`src/rtl/imm_decode_stage.sv`:
```
// Decode stage feeding the immediate LUT: valid/ready intake, two-entry skid
// buffer of decoded fields, and a halt tracker that raises done after HALT drains.
module imm_decode_stage #(
    parameter int unsigned IW          = 9,
    parameter int unsigned IMM_ENTRIES = 25
) (
    input  logic          Clk,
    input  logic          Reset,
    input  logic          flush,
    input  logic          in_valid,
    input  logic [IW-1:0] in_instr,
    output logic          in_ready,
    output logic          out_valid,
    input  logic          out_ready,
    output logic [2:0]    out_op,
    output logic [2:0]    out_rd,
    output logic [2:0]    out_rs,
    output logic          out_is_imm,
    output logic [4:0]    out_imm_index,
    output logic          out_illegal_imm,
    output logic          done
);

    localparam int unsigned IDXW = 5;
    localparam logic [2:0]  OP_LDI = 3'b111;

    typedef struct packed {
        logic [2:0]      op;
        logic [2:0]      rd;
        logic [2:0]      rs;
        logic            is_imm;
        logic [IDXW-1:0] imm_index;
        logic            illegal;
        logic            is_halt;
    } entry_t;

    typedef enum logic [1:0] {
        ST_RUN       = 2'd0,
        ST_HALT_PEND = 2'd1,
        ST_HALTED    = 2'd2
    } state_e;

    state_e state_q, state_d;
    entry_t m_q, m_d, s_q, s_d, dec;
    logic   m_valid_q, m_valid_d, s_valid_q, s_valid_d;
    logic   ready_c, accept_c, pop_c;

    // Field decode of the incoming word; non-LDI words carry a zero LUT index.
    always_comb begin
        dec         = '0;
        dec.op      = in_instr[8:6];
        dec.is_halt = (in_instr == '0);
        if (in_instr[8:6] == OP_LDI) begin
            dec.rd        = {2'b00, in_instr[5]};
            dec.imm_index = in_instr[4:0];
            dec.is_imm    = 1'b1;
            dec.illegal   = (32'(in_instr[4:0]) >= IMM_ENTRIES);
        end else begin
            dec.rd = in_instr[5:3];
            dec.rs = in_instr[2:0];
        end
    end

    assign ready_c  = !s_valid_q && (state_q == ST_RUN);
    assign accept_c = in_valid && ready_c;
    assign pop_c    = m_valid_q && out_ready;

    // Buffer movement and halt tracking; flush overrides accept and pop.
    always_comb begin
        state_d   = state_q;
        m_d       = m_q;
        s_d       = s_q;
        m_valid_d = m_valid_q;
        s_valid_d = s_valid_q;

        if (flush) begin
            m_valid_d = 1'b0;
            s_valid_d = 1'b0;
            if (state_q == ST_HALT_PEND) begin
                state_d = ST_RUN;
            end
        end else begin
            if (pop_c && s_valid_q) begin
                m_d       = s_q;
                s_valid_d = 1'b0;
            end else if (!m_valid_q || pop_c) begin
                m_valid_d = accept_c;
                if (accept_c) begin
                    m_d = dec;
                end
            end else if (accept_c) begin
                s_d       = dec;
                s_valid_d = 1'b1;
            end

            case (state_q)
                ST_RUN: begin
                    if (accept_c && dec.is_halt) begin
                        state_d = ST_HALT_PEND;
                    end
                end
                ST_HALT_PEND: begin
                    if (pop_c && m_q.is_halt) begin
                        state_d = ST_HALTED;
                    end
                end
                default: state_d = state_q;
            endcase
        end
    end

    always_ff @(posedge Clk or posedge Reset) begin
        if (Reset) begin
            state_q   <= ST_RUN;
            m_q       <= '0;
            s_q       <= '0;
            m_valid_q <= 1'b0;
            s_valid_q <= 1'b0;
        end else begin
            state_q   <= state_d;
            m_q       <= m_d;
            s_q       <= s_d;
            m_valid_q <= m_valid_d;
            s_valid_q <= s_valid_d;
        end
    end

    assign in_ready        = !Reset && ready_c;
    assign out_valid       = m_valid_q;
    assign out_op          = m_q.op;
    assign out_rd          = m_q.rd;
    assign out_rs          = m_q.rs;
    assign out_is_imm      = m_q.is_imm;
    assign out_imm_index   = m_q.imm_index;
    assign out_illegal_imm = m_q.illegal;
    assign done            = (state_q == ST_HALTED);

endmodule
```
`config.mk`:
```
export PLATFORM = sky130hd
export DESIGN_NAME = imm_decode_stage
export DESIGN_NICKNAME = d
export VERILOG_FILES = /design/src/rtl/imm_decode_stage.sv
export SDC_FILE = /design/constraint.sdc
export NUM_CORES = 1
export LEC_CHECK = 0
export CORE_MARGIN = 2
export CORE_UTILIZATION = 48
export DETAILED_ROUTE_END_ITERATION = 10
export GPL_TIMING_DRIVEN = 0
export PLACE_DENSITY_LB_ADDON = 0.1
export SYNTH_ARGS = -nofsm -noshare
export SYNTH_HDL_FRONTEND = slang
export SYNTH_SLANG_ARGS = --single-unit
```
`constraint.sdc`:
```
create_clock -name Clk -period 1.9 [get_ports Clk]
set_input_delay 0.38 -clock Clk [delete_from_list [all_inputs] [get_ports Clk]]
set_output_delay 0.38 -clock Clk [all_outputs]
set_load 0.02 [all_outputs]
```
==> results of run 1 <==
## registers in the layout, indices dropped and copies added (netlist names)
signal	cells
out_op	3
s_q	17
out_is_imm	1
m_q	1
s_valid_q	1
out_illegal_imm	1
out_valid	1
out_rd	3
state_q	2
out_rs	3
out_imm_index	5
## critical path, delay by kind of cell, from the launching register on
family          cells  cell delay, ns
mux                 1            0.30
simple gates        1            0.56
compound gates      1            0.30
buf+inv             1            0.18
flops               1            0.44
## power breakdown
group	internal [mW]	leakage, nW	switching [mW]	total, mW
clock	0.293	0.0482	0.284	0.577
combinational	0.327	0.732	0.279	0.606
sequential	0.944	0.476	0.0766	1.02
## worst paths after layout
kind | start | end | slack (ns) | depth (start not counted)
worst min-delay path | out_rd[0]$_DFFE_PP0P_ | out_rd[0]$_DFFE_PP0P_ | 0.50 | 1
worst max register to register | state_q[1]$_DFFE_PP0P_ | out_op[1]$_DFFE_PP0P_ | -0.007 | 4
worst min register to register | out_rd[0]$_DFFE_PP0P_ | out_rd[0]$_DFFE_PP0P_ | 0.50 | 1
min in group asynchronous | Reset | out_valid$_DFFE_PP0P_ | 0.59 | 2
max in group asynchronous | Reset | state_q[1]$_DFFE_PP0P_ | 0.77 | 2
worst max-delay path | state_q[1]$_DFFE_PP0P_ | out_op[1]$_DFFE_PP0P_ | -0.007 | 4
## cell type report
| cell class | count | area share |
|---|---|---|
| clock inverter | 1 | 0.00185 |
| sequential | 38 | 0.353 |
| clock buffer | 7 | 0.0320 |
| tap | 50 | 0.0232 |
| buffer | 24 | 0.0602 |
| timing repair buffer | 43 | 0.158 |
| multi-input combinational | 104 | 0.342 |
| inverter | 22 | 0.0306 |
## timing repair
action	CTS	global route
buffers inserted	10	2
pin swaps	3	3
hold endpoints to repair	0	0
setup endpoints to repair	34	33
gates cloned	0	0
resized for setup	19	8
hold buffers	0	0
## cells by family after synthesis
kind of cell	share of synthesized area
buf+inv	0.123
simple gates	0.115
flops	0.464
compound gates	0.126
mux	0.173
## cell usage in the layout, fill, tap and decap left out, types with 2 or more instances in the layout
cell,synthesis,final
sky130_fd_sc_hd__buf_6,1,2
sky130_fd_sc_hd__buf_1,2,2
sky130_fd_sc_hd__a211oi_1,7,7
sky130_fd_sc_hd__clkbuf_2,0,3
sky130_fd_sc_hd__buf_4,14,22
sky130_fd_sc_hd__nand3_1,8,8
sky130_fd_sc_hd__nor2_1,6,6
sky130_fd_sc_hd__mux2_2,20,10
sky130_fd_sc_hd__nand4_1,5,5
sky130_fd_sc_hd__buf_12,0,3
sky130_fd_sc_hd__dfrtp_1,38,37
sky130_fd_sc_hd__inv_1,22,21
sky130_fd_sc_hd__and4_1,3,3
sky130_fd_sc_hd__a32oi_1,6,3
sky130_fd_sc_hd__o21ai_0,2,2
sky130_fd_sc_hd__mux2i_1,10,10
sky130_fd_sc_hd__nand2_1,8,8
sky130_fd_sc_hd__clkbuf_1,8,5
sky130_fd_sc_hd__mux2_4,2,12
sky130_fd_sc_hd__a21oi_1,2,2
sky130_fd_sc_hd__clkbuf_8,0,6
sky130_fd_sc_hd__a31oi_1,2,2
sky130_fd_sc_hd__a32oi_2,0,3
sky130_fd_sc_hd__clkdlybuf4s50_1,0,29
sky130_fd_sc_hd__o31ai_1,5,5
## layer usage
layer / vias to the layer above / track usage / part of all wire
met2: 31 / 0.337 / 0.48
li1: 763 / - / -
met3: 5 / 0.0552 / 0.034
met4: 0 / 0.0675 / 0.0092
met1: 792 / 0.287 / 0.47
met5: - / 0 / 0
## per-stage QoR
stage                     hold WS (ns)  area [um2]
after global placement           0.485        2440
after detailed placement         0.484        2440
after CTS                        0.503        2670
final                            0.499        2700
after floorplan                  0.457        2070
after global routing             0.516        2700
==> summary.json, run 1 <==
{
  "synthesis": {
    "synth-edff-count": 0,
    "yosysTopAreaCellShare": 0.464,
    "syn_nets": 204,
    "ys_top_cells_by_area": "sky130_fd_sc_hd__dfrtp_1, sky130_fd_sc_hd__mux2_2, sky130_fd_sc_hd__buf_4, sky130_fd_sc_hd__mux2i_1, sky130_fd_sc_hd__inv_1",
    "synth_top_area_cell": "sky130_fd_sc_hd__dfrtp_1",
    "synth_common_cells": "sky130_fd_sc_hd__dfrtp_1, sky130_fd_sc_hd__inv_1, sky130_fd_sc_hd__mux2_2",
    "syn-mean-instance-area_um2": 10.8,
    "synth_flop_cell": "sky130_fd_sc_hd__dfrtp_1",
    "postSynthRegisterBits": 38,
    "ys_async_sr_fraction": 1.00,
    "post_synth_inst_count": 190,
    "synth.most_common_cell": "sky130_fd_sc_hd__dfrtp_1",
    "post_synth_instance_area_mm2": 0.00205,
    "yosysSeqAreaShare": 0.464,
    "synth_cell_type_count": 37,
    "yosysWarningCount": 0
  },
  "detailed_routing": {
    "vias_per_cell": 5.51,
    "routed-via-count": 1591,
    "drc_errors": 0,
    "drt-total-wl_um": 4900,
    "antenna_left": 0,
    "drt_iter0_drc": 84,
    "drt_pre_antenna_iters": 4,
    "detail_route.wl_per_cell_um": 17.0
  },
  "sta": {
    "timing.final.setup_violations": 4,
    "timing.slew.headroom": 0.473,
    "timing.final.crit_share": 1.00,
    "clock_skew_ns": 0.0101,
    "maxSlewViolCount": 0,
    "timing.final.crit_period_ns": 1.91,
    "tightestPinTransition_ns": 0.789,
    "fin_ws_ns": -0.00743,
    "tns_ns": -0.0184,
    "max_clock_freq_mhz": 524,
    "finalHoldViolCount": 0,
    "grt_setup_unrepaired": "yes"
  },
  "cts": {
    "ctsLongestPathBuffers": 2,
    "cts_tree": "yes",
    "cts.htree.levels": 2,
    "clk-insertion-delay-late_ns": 0.29,
    "numCtsBuffers": 5,
    "cts_root_buffer": "sky130_fd_sc_hd__clkbuf_8",
    "cts.reportedPaths.clkPinSlew_ns": 0.08,
    "clkSinkCount": 38
  },
  "setup_path": {
    "timing.critical_path.from_type": "register",
    "crit_fanout": 9,
    "timing.critical_path.slowest_stage_cell": "sky130_fd_sc_hd__or4b_4",
    "crit_path_end_kind": "register",
    "critical_path_arrival_ns": 2.08,
    "timing.critical_path.cells": "or4b_4 -> a211oi_4 -> buf_12 -> mux2_4",
    "timing.critical_path.slowest_cell_delay_ns": 0.56,
    "worst_ep_required_time_ns": 2.07,
    "timing.setup.critical_path_class": "reg -> reg"
  },
  "layout": {
    "final_util": 0.665,
    "layout-area-overhead-vs-synth_pct": 31.7,
    "n_antenna_cell": 0,
    "sequential_cell_area_um2": 952,
    "stdcell_count": 289,
    "finish.net_count": 252,
    "nFillCells": 310,
    "multi_input_area_um2": 922,
    "final_layout_size_suffix_gt1_frac": 0.297
  },
  "grt": {
    "grtUsageTotal": 0.213,
    "grt_first_pass_wirelength_um": 8180,
    "maximum_number_of_pins_on_one_net_before_global_route_repair": 39,
    "number_of_antenna_violations_at_the_first_check_in_global_routing": 0,
    "gr-total-overflow": 0,
    "grt_pass1_vias": 1699
  },
  "floorplanning": {
    "initial_utilization": 0.505,
    "die_width_um": 69.4,
    "row_count": 23,
    "floorplan.die.height_um": 69.4,
    "io-pin-count": 33,
    "floorplan.core_area_mm2": 0.00406,
    "design.die.area_mm2": 0.00481
  },
  "placement": {
    "placement.io_buffers": 31,
    "placed_cells_incl_taps": 271,
    "place.detailed.hpwl_um": 3310,
    "gp_congestion": 0.816,
    "place_worst_setup_slack_ns": -0.770
  },
  "flow_run": {
    "drv_cap": 0
  },
  "run_status": {
    "outcome": "complete, but fails checks",
    "violations_in_the_final_reports": "negative setup slack"
  },
  "power_and_ir_drop": {
    "leakage_nw": 1.26,
    "peakVddDrop_v": 0.000680,
    "power.total_mw": 2.20,
    "pwr_density_cell_mw_per_mm2": 816
  },
  "hold_path": {
    "hold_class": "reg -> reg"
  }
}
Note: power is estimated with default switching activity, not from simulation.
==> inputs of run 2 (changes only) <==
--- a/config.mk
+++ b/config.mk
@@ -6,7 +6,7 @@
 export NUM_CORES = 1
 export LEC_CHECK = 0
 export CORE_MARGIN = 2
-export CORE_UTILIZATION = 48
+export CORE_UTILIZATION = 55
 export DETAILED_ROUTE_END_ITERATION = 10
 export GPL_TIMING_DRIVEN = 0
 export PLACE_DENSITY_LB_ADDON = 0.1
==> constraint.sdc (replaced) <==
create_clock -name Clk -period 2.3 [get_ports Clk]
set_input_delay 0.46 -clock Clk [delete_from_list [all_inputs] [get_ports Clk]]
set_output_delay 0.46 -clock Clk [all_outputs]
set_load 0.02 [all_outputs]
==> run 2 against run 1 <==
Effect of this change:
- worst setup slack improved by 0.052 ns
- sequential share of layout area rose by 1.8 points
- clock-buffer cell count unchanged
- clock skew fell by 0.0083 ns
- the run now ends clean
- first-iteration DRC count grew 64%
- cell count down 2.4%
- clock power shrank 18%
- routed wire length fell by 4.7%
- via count is essentially flat
- power is 19% lower
- flip-flop and latch count is the same
==> summary.json, run 2 (same netlist as run 1, synthesis figures left out) <==
{
  "power_and_ir_drop": {
    "leakage": {"value": 1.18, "unit": "nW", "change": "-5.7%"},
    "net-switching-power": {"value": 0.510, "unit": "mW", "change": "-20%"},
    "sequentialPowerShare": {"value": 0.475, "change": "+0.012"},
    "p_int": {"value": 1.27, "unit": "mW", "change": "-19%"},
    "peakVddDrop": {"value": 0.000638, "unit": "V", "change": "-6.2%"},
    "proportion_of_power_drawn_by_the_clock_network": {"value": 0.265, "change": "+0.003"},
    "pwr_density_cell": {"value": 692, "unit": "mW/mm2", "change": "-15%"},
    "sw_frac_of_total": {"value": 0.287, "change": "-0.00304"},
    "comb_power_share": {"value": 0.260, "change": "-0.015"}
  },
  "grt": {
    "grt_pass1_vias": {"value": 1603, "change": "-5.7%"},
    "grt_first_pass_wirelength": {"value": 7850, "unit": "um", "change": "-4.0%"},
    "gr-total-overflow": {"value": 0, "change": "unchanged"},
    "number_of_antenna_violations_at_the_first_check_in_global_routing": {"value": 0, "change": "unchanged"},
    "grtUsageTotal": {"value": 0.245, "change": "+0.0317"},
    "maximum_number_of_pins_on_one_net_before_global_route_repair": {"value": 39, "change": "unchanged"}
  },
  "floorplanning": {
    "initial_utilization": {"value": 0.564, "change": "+0.0590"},
    "design.die.area": {"value": 0.00423, "unit": "mm2", "change": "-12%"},
    "io-pin-count": {"value": 33, "change": "unchanged"},
    "die_width": {"value": 65.1, "unit": "um", "change": "-6.2%"},
    "floorplan.core_area": {"value": 0.00363, "unit": "mm2", "change": "-10%"},
    "row_count": {"value": 22, "change": "-4.3%"},
    "floorplan.die.height": {"value": 65.1, "unit": "um", "change": "-6.2%"}
  },
  "setup_path": {
    "timing.critical_path.slowest_stage_cell": "sky130_fd_sc_hd__clkdlybuf4s50_1",
    "timing.critical_path.cells": "clkdlybuf4s50_1 -> or4b_1 -> buf_6 -> nor4_4 -> buf_4 -> buf_4 -> mux2_2",
    "crit_buf_inv": {"value": 4, "change": "+3"},
    "worst_ep_required_time": {"value": 2.47, "unit": "ns", "change": "+0.40 ns"},
    "crit_path_end_kind": "register",
    "worst_path_most_repeated_cell": "sky130_fd_sc_hd__buf_4",
    "timing.critical_path.from_type": "input port",
    "timing.critical_path.slowest_cell_delay": {"value": 0.46, "unit": "ns", "change": "-0.10 ns"},
    "r2r-start": "s_valid_q$_DFFE_PP0P_",
    "worstRegToRegCells": {"value": 6, "change": "+2"},
    "crit_fanout": {"value": 8, "change": "-1"},
    "setup.reg_to_reg.worst_slack": {"value": 0.17, "unit": "ns", "change": "+0.18 ns"},
    "crit_family": "buffers and inverters",
    "timing.setup.critical_path_class": "in -> reg",
    "critical_path_arrival": {"value": 2.43, "unit": "ns", "change": "+0.35 ns"},
    "regToRegEndpoint": "s_q[15]$_DFFE_PP0P_"
  },
  "cts": {
    "clkSinkCount": {"value": 38, "change": "unchanged"},
    "clk-insertion-delay-late": {"value": 0.29, "unit": "ns", "change": "about the same"},
    "numCtsBuffers": {"value": 5, "change": "unchanged"},
    "cts_tree": "yes",
    "cts.reportedPaths.clkPinSlew": {"value": 0.07, "unit": "ns", "change": "about the same"},
    "cts-hold-fix-buffers": {"value": 0, "change": "unchanged"},
    "ctsLongestPathBuffers": {"value": 2, "change": "unchanged"},
    "cts.htree.levels": {"value": 2, "change": "unchanged"},
    "cts_root_buffer": "sky130_fd_sc_hd__clkbuf_8"
  },
  "detailed_routing": {
    "detail_route.wl_per_cell": {"value": 16.6, "unit": "um", "change": "-2.3%"},
    "drc_errors": {"value": 0, "change": "unchanged"},
    "vias_per_cell": {"value": 5.65, "change": "+2.5%"},
    "drt_iter0_drc": {"value": 138, "change": "+64%"},
    "drt_pre_antenna_iters": {"value": 4, "change": "unchanged"},
    "routed-via-count": {"value": 1592, "change": "+0.063%"},
    "drt-total-wl": {"value": 4670, "unit": "um", "change": "-4.7%"},
    "wl_met1": {"value": 1950, "unit": "um", "change": "-16%"},
    "route.met3.wl": {"value": 258, "unit": "um", "change": "+53%"},
    "detailroute.wirelength.met2": {"value": 2410, "unit": "um", "change": "+2.0%"},
    "antenna_left": {"value": 0, "change": "unchanged"},
    "dr_top_layer": "met4"
  },
  "sta": {
    "timing.slew.headroom": {"value": 0.487, "change": "+0.0141"},
    "tightestPinTransition": {"value": 0.768, "unit": "ns", "change": "-0.0211 ns"},
    "timing.final.crit_period_ns": 2.26,
    "tns": {"value": 0, "unit": "ns", "change": "+0.0184 ns"},
    "timing.final.crit_share": 0.981,
    "max_clock_freq_mhz": 443,
    "timing.final.setup_violations": {"value": 0, "change": "-4"},
    "clock_skew": {"value": 0.00178, "unit": "ns", "change": "-0.00831 ns"},
    "holdWs": {"value": 0.510, "unit": "ns", "change": "+0.0105 ns"},
    "maxSlewViolCount": {"value": 0, "change": "unchanged"},
    "finalHoldViolCount": {"value": 0, "change": "unchanged"},
    "grt_setup_unrepaired": "no"
  },
  "layout": {
    "layout-area-overhead-vs-synth_pct": 25.1,
    "nFillCells": {"value": 293, "change": "-5.5%"},
    "mostFrequentLayoutCells": "sky130_fd_sc_hd__dfrtp_1, sky130_fd_sc_hd__clkdlybuf4s50_1, sky130_fd_sc_hd__inv_1",
    "max_flop_register": "s_q",
    "largest_register_ff_count": {"value": 17, "change": "unchanged"},
    "most_common_cell_after_layout_fill_and_taps_aside": "sky130_fd_sc_hd__dfrtp_1",
    "multi_input_area": {"value": 848, "unit": "um2", "change": "-8.0%"},
    "final_layout_size_suffix_gt1_frac": {"value": 0.226, "change": "-0.0706"},
    "finish.net_count": {"value": 247, "change": "-2.0%"},
    "sequential_cell_area": {"value": 951, "unit": "um2", "change": "-0.13%"},
    "n_antenna_cell": {"value": 0, "change": "unchanged"}
  },
  "placement": {
    "place.detailed.hpwl": {"value": 3230, "unit": "um", "change": "-2.6%"},
    "placement.io_buffers": {"value": 31, "change": "unchanged"},
    "gp_congestion": {"value": 0.829, "change": "+1.6%"}
  },
  "hold_path": {
    "min_delay_worst_endpoint": "out_op[1]$_DFFE_PP0P_",
    "hold_path_startpoint": "out_op[1]$_DFFE_PP0P_",
    "whs_path_depth": {"value": 1, "change": "unchanged"},
    "hold_class": "reg -> reg"
  },
  "flow_run": {
    "drv_cap": {"value": 0, "change": "unchanged"}
  },
  "run_status": {
    "outcome": "complete, no violations"
  }
}
[run 2: power groups by stage]
stage | Clock (mW) | Sequential [mW] | Combinational (mW)
6_report | 0.471 | 0.843 | 0.462
5_1_grt | 0.515 | 0.855 | 0.500
4_1_cts | 0.481 | 0.841 | 0.464
3_5_place_dp | 0 | 0.855 | 0.454
3_3_place_gp | 0 | 0.845 | 0.440
2_1_floorplan | 0 | 0.840 | 0.293
[run 2: worst register-to-register path, stage by stage (launching register included)]
cell	delay (ns)
sky130_fd_sc_hd__dfrtp_1	0.43
sky130_fd_sc_hd__or4b_1	0.53
sky130_fd_sc_hd__buf_6	0.17
sky130_fd_sc_hd__nor4_4	0.24
sky130_fd_sc_hd__buf_4	0.19
sky130_fd_sc_hd__buf_4	0.14
sky130_fd_sc_hd__mux2_2	0.33
[run 2: how the worst max path moves through the flow]
stage,from,endpoint,slack (ns),cells past startpoint
6_report,in_valid,s_q[15]$_DFFE_PP0P_,0.04,7
4_1_cts,in_valid,s_q[3]$_DFFE_PP0P_,0.04,7
5_1_grt,in_valid,s_q[15]$_DFFE_PP0P_,0.002,7
2_1_floorplan,state_q[0]$_DFFE_PP0P_,s_q[2]$_DFFE_PP0P_,0.24,5
3_3_place_gp,in_valid,s_q[3]$_DFFE_PP0P_,-0.41,6
3_5_place_dp,in_valid,s_q[3]$_DFFE_PP0P_,-0.42,6
[run 2: metrics by stage]
stage	setup WS (ns)	cell area (um2)	power, mW	cells	util
after floorplan	0.244	2050	1.13	190	-
after global placement	-0.411	2420	1.29	269	0.666
after detailed placement	-0.423	2420	1.31	269	0.666
after CTS	0.0438	2560	1.79	282	0.705
after global routing	0.00155	2570	1.87	282	0.706
final	0.0441	2570	1.78	282	0.706
[run 2: metal layers]
layer	vias to the layer above	global-route usage
li1	747	-
met1	777	0.342
met2	62	0.398
met3	6	0.0417
met4	0	0.0625
met5	-	0
[run 2: what timing repair did]
action	4_1_cts	5_1_grt
gates resized for setup	1	1
pin swaps	2	0
setup buffers	5	0
setup endpoints to repair	13	2
[run 2: layout make-up]
| cell class | count | area share |
|---|---|---|
| Tap cell | 48 | 0.0234 |
| Sequential cell | 38 | 0.371 |
| Buffer | 26 | 0.0678 |
| Multi-Input combinational cell | 104 | 0.331 |
| Inverter | 22 | 0.0322 |
| Clock buffer | 7 | 0.0336 |
| Clock inverter | 1 | 0.00195 |
| Timing Repair Buffer | 36 | 0.140 |
==> inputs of run 3 (changes only) <==
--- a/config.mk
+++ b/config.mk
@@ -10,6 +10,7 @@
 export DETAILED_ROUTE_END_ITERATION = 10
 export GPL_TIMING_DRIVEN = 0
 export PLACE_DENSITY_LB_ADDON = 0.1
+export SKIP_CTS_REPAIR_TIMING = 1
 export SYNTH_ARGS = -nofsm -noshare
 export SYNTH_HDL_FRONTEND = slang
 export SYNTH_SLANG_ARGS = --single-unit
==> run 3 against run 2 <==
Effect of this change:
- via count grew 0.25%
- worst setup slack lost 0.0024 ns
- flip-flop and latch count is the same
- power grew 0.17%
- cell count grew 0.71%
- global-route usage shrank 0.93 points
- first-iteration DRC count shrank 2.9%
- fmax shrank 0.10%
- sequential share of layout area shrank 0.32 points
- combinational power is essentially flat
- critical endpoint is now s_q[3]$_DFFE_PP0P_
- highest routed layer unchanged
==> summary.json, run 3 (same netlist as run 1, synthesis figures left out) <==
{
  "hold_path": {
    "min_delay_worst_endpoint": "out_imm_index[3]$_DFFE_PP0P_",
    "whs_path_depth": {"value": 1, "change": "unchanged"},
    "hold_class": "reg -> reg",
    "hold_path_startpoint": "out_imm_index[3]$_DFFE_PP0P_"
  },
  "detailed_routing": {
    "routed-via-count": {"value": 1596, "change": "+0.25%"},
    "drt_iter0_drc": {"value": 134, "change": "-2.9%"},
    "antenna_left": {"value": 0, "change": "unchanged"},
    "dr_top_layer": "met4",
    "route.met3.wl": {"value": 256, "unit": "um", "change": "-0.78%"},
    "vias_per_cell": {"value": 5.62, "change": "-0.45%"},
    "drt_pre_antenna_iters": {"value": 4, "change": "unchanged"},
    "wl_met1": {"value": 2000, "unit": "um", "change": "+2.4%"},
    "drt-total-wl": {"value": 4670, "unit": "um", "change": "-0.11%"},
    "detail_route.wl_per_cell": {"value": 16.4, "unit": "um", "change": "-0.81%"},
    "detailroute.wirelength.met2": {"value": 2380, "unit": "um", "change": "-1.5%"},
    "drc_errors": {"value": 0, "change": "unchanged"}
  },
  "sta": {
    "max_clock_freq": {"value": 443, "unit": "MHz", "change": "-0.10%"},
    "timing.slew.headroom": {"value": 0.482, "change": "-0.00484"},
    "tightestPinTransition": {"value": 0.776, "unit": "ns", "change": "+0.00725 ns"},
    "grt_setup_unrepaired": "no",
    "finalHoldViolCount": {"value": 0, "change": "unchanged"},
    "holdWs": {"value": 0.509, "unit": "ns", "change": "-0.000409 ns"},
    "maxSlewViolCount": {"value": 0, "change": "unchanged"},
    "timing.final.setup_violations": {"value": 0, "change": "unchanged"},
    "tns": {"value": 0, "unit": "ns", "change": "unchanged"},
    "timing.final.crit_share": {"value": 0.982, "change": "+0.00102"},
    "timing.final.crit_period": {"value": 2.26, "unit": "ns", "change": "+0.00235 ns"},
    "clock_skew": {"value": 0.00244, "unit": "ns", "change": "+0.000667 ns"}
  },
  "floorplanning": {
    "io-pin-count": {"value": 33, "change": "unchanged"},
    "design.die.area": {"value": 0.00423, "unit": "mm2", "change": "unchanged"},
    "die_width": {"value": 65.1, "unit": "um", "change": "unchanged"},
    "initial_utilization": {"value": 0.564, "change": "unchanged"},
    "row_count": {"value": 22, "change": "unchanged"},
    "floorplan.core_area": {"value": 0.00363, "unit": "mm2", "change": "unchanged"},
    "floorplan.die.height": {"value": 65.1, "unit": "um", "change": "unchanged"}
  },
  "layout": {
    "most_common_cell_after_layout_fill_and_taps_aside": "sky130_fd_sc_hd__dfrtp_1",
    "multi_input_area": {"value": 848, "unit": "um2", "change": "unchanged"},
    "n_antenna_cell": {"value": 0, "change": "unchanged"},
    "mostFrequentLayoutCells": "sky130_fd_sc_hd__dfrtp_1, sky130_fd_sc_hd__clkdlybuf4s50_1, sky130_fd_sc_hd__inv_1",
    "final_layout_size_suffix_gt1_frac": {"value": 0.233, "change": "+0.00656"},
    "largest_register_ff_count": {"value": 17, "change": "unchanged"},
    "max_flop_register": "s_q",
    "finish.net_count": {"value": 249, "change": "+0.81%"},
    "layout-area-overhead-vs-synth_pct": 26.2,
    "nFillCells": {"value": 289, "change": "-1.4%"},
    "sequential_cell_area": {"value": 951, "unit": "um2", "change": "unchanged"}
  },
  "grt": {
    "grt_first_pass_wirelength": {"value": 7550, "unit": "um", "change": "-3.9%"},
    "number_of_antenna_violations_at_the_first_check_in_global_routing": {"value": 0, "change": "unchanged"},
    "gr-total-overflow": {"value": 0, "change": "unchanged"},
    "maximum_number_of_pins_on_one_net_before_global_route_repair": {"value": 39, "change": "unchanged"},
    "grt_pass1_vias": {"value": 1545, "change": "-3.6%"},
    "grtUsageTotal": {"value": 0.235, "change": "-0.00931"}
  },
  "setup_path": {
    "timing.critical_path.from_type": "input port",
    "worstRegToRegCells": {"value": 6, "change": "unchanged"},
    "setup.reg_to_reg.worst_slack": {"value": 0.17, "unit": "ns", "change": "about the same"},
    "crit_fanout": {"value": 10, "change": "+2"},
    "critical_path_arrival": {"value": 2.43, "unit": "ns", "change": "about the same"},
    "crit_path_end_kind": "register",
    "r2r-start": "s_valid_q$_DFFE_PP0P_",
    "regToRegEndpoint": "s_q[3]$_DFFE_PP0P_",
    "worst_setup_path_startpoint": "in_valid",
    "worst_ep_required_time": {"value": 2.47, "unit": "ns", "change": "about the same"},
    "timing.setup.critical_path_class": "in -> reg"
  },
  "cts": {
    "cts_tree": "yes",
    "cts_root_buffer": "sky130_fd_sc_hd__clkbuf_8",
    "numCtsBuffers": {"value": 5, "change": "unchanged"},
    "cts.htree.levels": {"value": 2, "change": "unchanged"},
    "clk-insertion-delay-late": {"value": 0.28, "unit": "ns", "change": "about the same"},
    "clkSinkCount": {"value": 38, "change": "unchanged"},
    "ctsLongestPathBuffers": {"value": 2, "change": "unchanged"},
    "cts.reportedPaths.clkPinSlew": {"value": 0.07, "unit": "ns", "change": "about the same"}
  },
  "placement": {
    "place.detailed.hpwl": {"value": 3230, "unit": "um", "change": "unchanged"},
    "placement.io_buffers": {"value": 31, "change": "unchanged"},
    "gp_congestion": {"value": 0.829, "change": "unchanged"}
  },
  "flow_run": {
    "drv_cap": {"value": 0, "change": "unchanged"}
  },
  "power_and_ir_drop": {
    "pwr_density_cell": {"value": 687, "unit": "mW/mm2", "change": "-0.70%"},
    "leakage": {"value": 1.20, "unit": "nW", "change": "+1.7%"},
    "peakVddDrop": {"value": 0.000636, "unit": "V", "change": "-0.22%"}
  },
  "run_status": {
    "outcome": "complete, no violations"
  }
}
==> run 3: cell count changes in the layout (fill, tap and decap cells not counted), sizes merged <==
cell and change:
buf +2, dlygate4sd2 -1, dlymetal6s2s +1
==> run 3: where the power goes <==
group	leakage, nW	switching (mW)	total (mW)	internal [mW]
clock	0.0482	0.229	0.471	0.242
sequential	0.478	0.0642	0.844	0.780
combinational	0.679	0.218	0.464	0.245
==> run 3: stage by stage <==
stage / area (um2) / setup slack [ns] / std cells / power (mW) / util
2_1_floorplan: 2050 / 0.244 / 190 / 1.13 / -
3_3_place_gp: 2420 / -0.411 / 269 / 1.29 / 0.666
3_5_place_dp: 2420 / -0.423 / 269 / 1.31 / 0.666
4_1_cts: 2510 / -0.125 / 277 / 1.78 / 0.691
5_1_grt: 2590 / 0.000475 / 284 / 1.87 / 0.712
6_report: 2590 / 0.0417 / 284 / 1.78 / 0.712
==> run 3: how the worst max path moves through the flow <==
stage,end,slack [ns],cells past startpoint
floorplan,s_q[2]$_DFFE_PP0P_,0.24,5
global placement,s_q[3]$_DFFE_PP0P_,-0.41,6
detailed placement,s_q[3]$_DFFE_PP0P_,-0.42,6
CTS,s_q[3]$_DFFE_PP0P_,-0.13,6
global route,s_q[2]$_DFFE_PP0P_,0.0005,7
finish,s_q[3]$_DFFE_PP0P_,0.04,7
==> run 3: final cells by class <==
class	count	share of cell area
buffer	26	0.0672
clock buffer	7	0.0333
clock inverter	1	0.00193
inverter	22	0.0319
multi-input combinational	104	0.328
sequential	38	0.367
tap	48	0.0232
timing repair buffer	38	0.147
==> run 3: worst max-delay path, stage by stage <==
cell                              delay (ns)
sky130_fd_sc_hd__clkdlybuf4s50_1        0.46
sky130_fd_sc_hd__or4b_1                 0.45
sky130_fd_sc_hd__buf_6                  0.16
sky130_fd_sc_hd__nor4_4                 0.25
sky130_fd_sc_hd__buf_6                  0.17
sky130_fd_sc_hd__buf_12                 0.15
sky130_fd_sc_hd__mux2_4                 0.31
==> run 3: routing by layer <==
| metal | vias up | GRT usage |
|---|---|---|
| met5 | - | 0 |
| met1 | 786 | 0.331 |
| met2 | 52 | 0.381 |
| li1 | 754 | - |
| met4 | 0 | 0.0573 |
| met3 | 4 | 0.0417 |
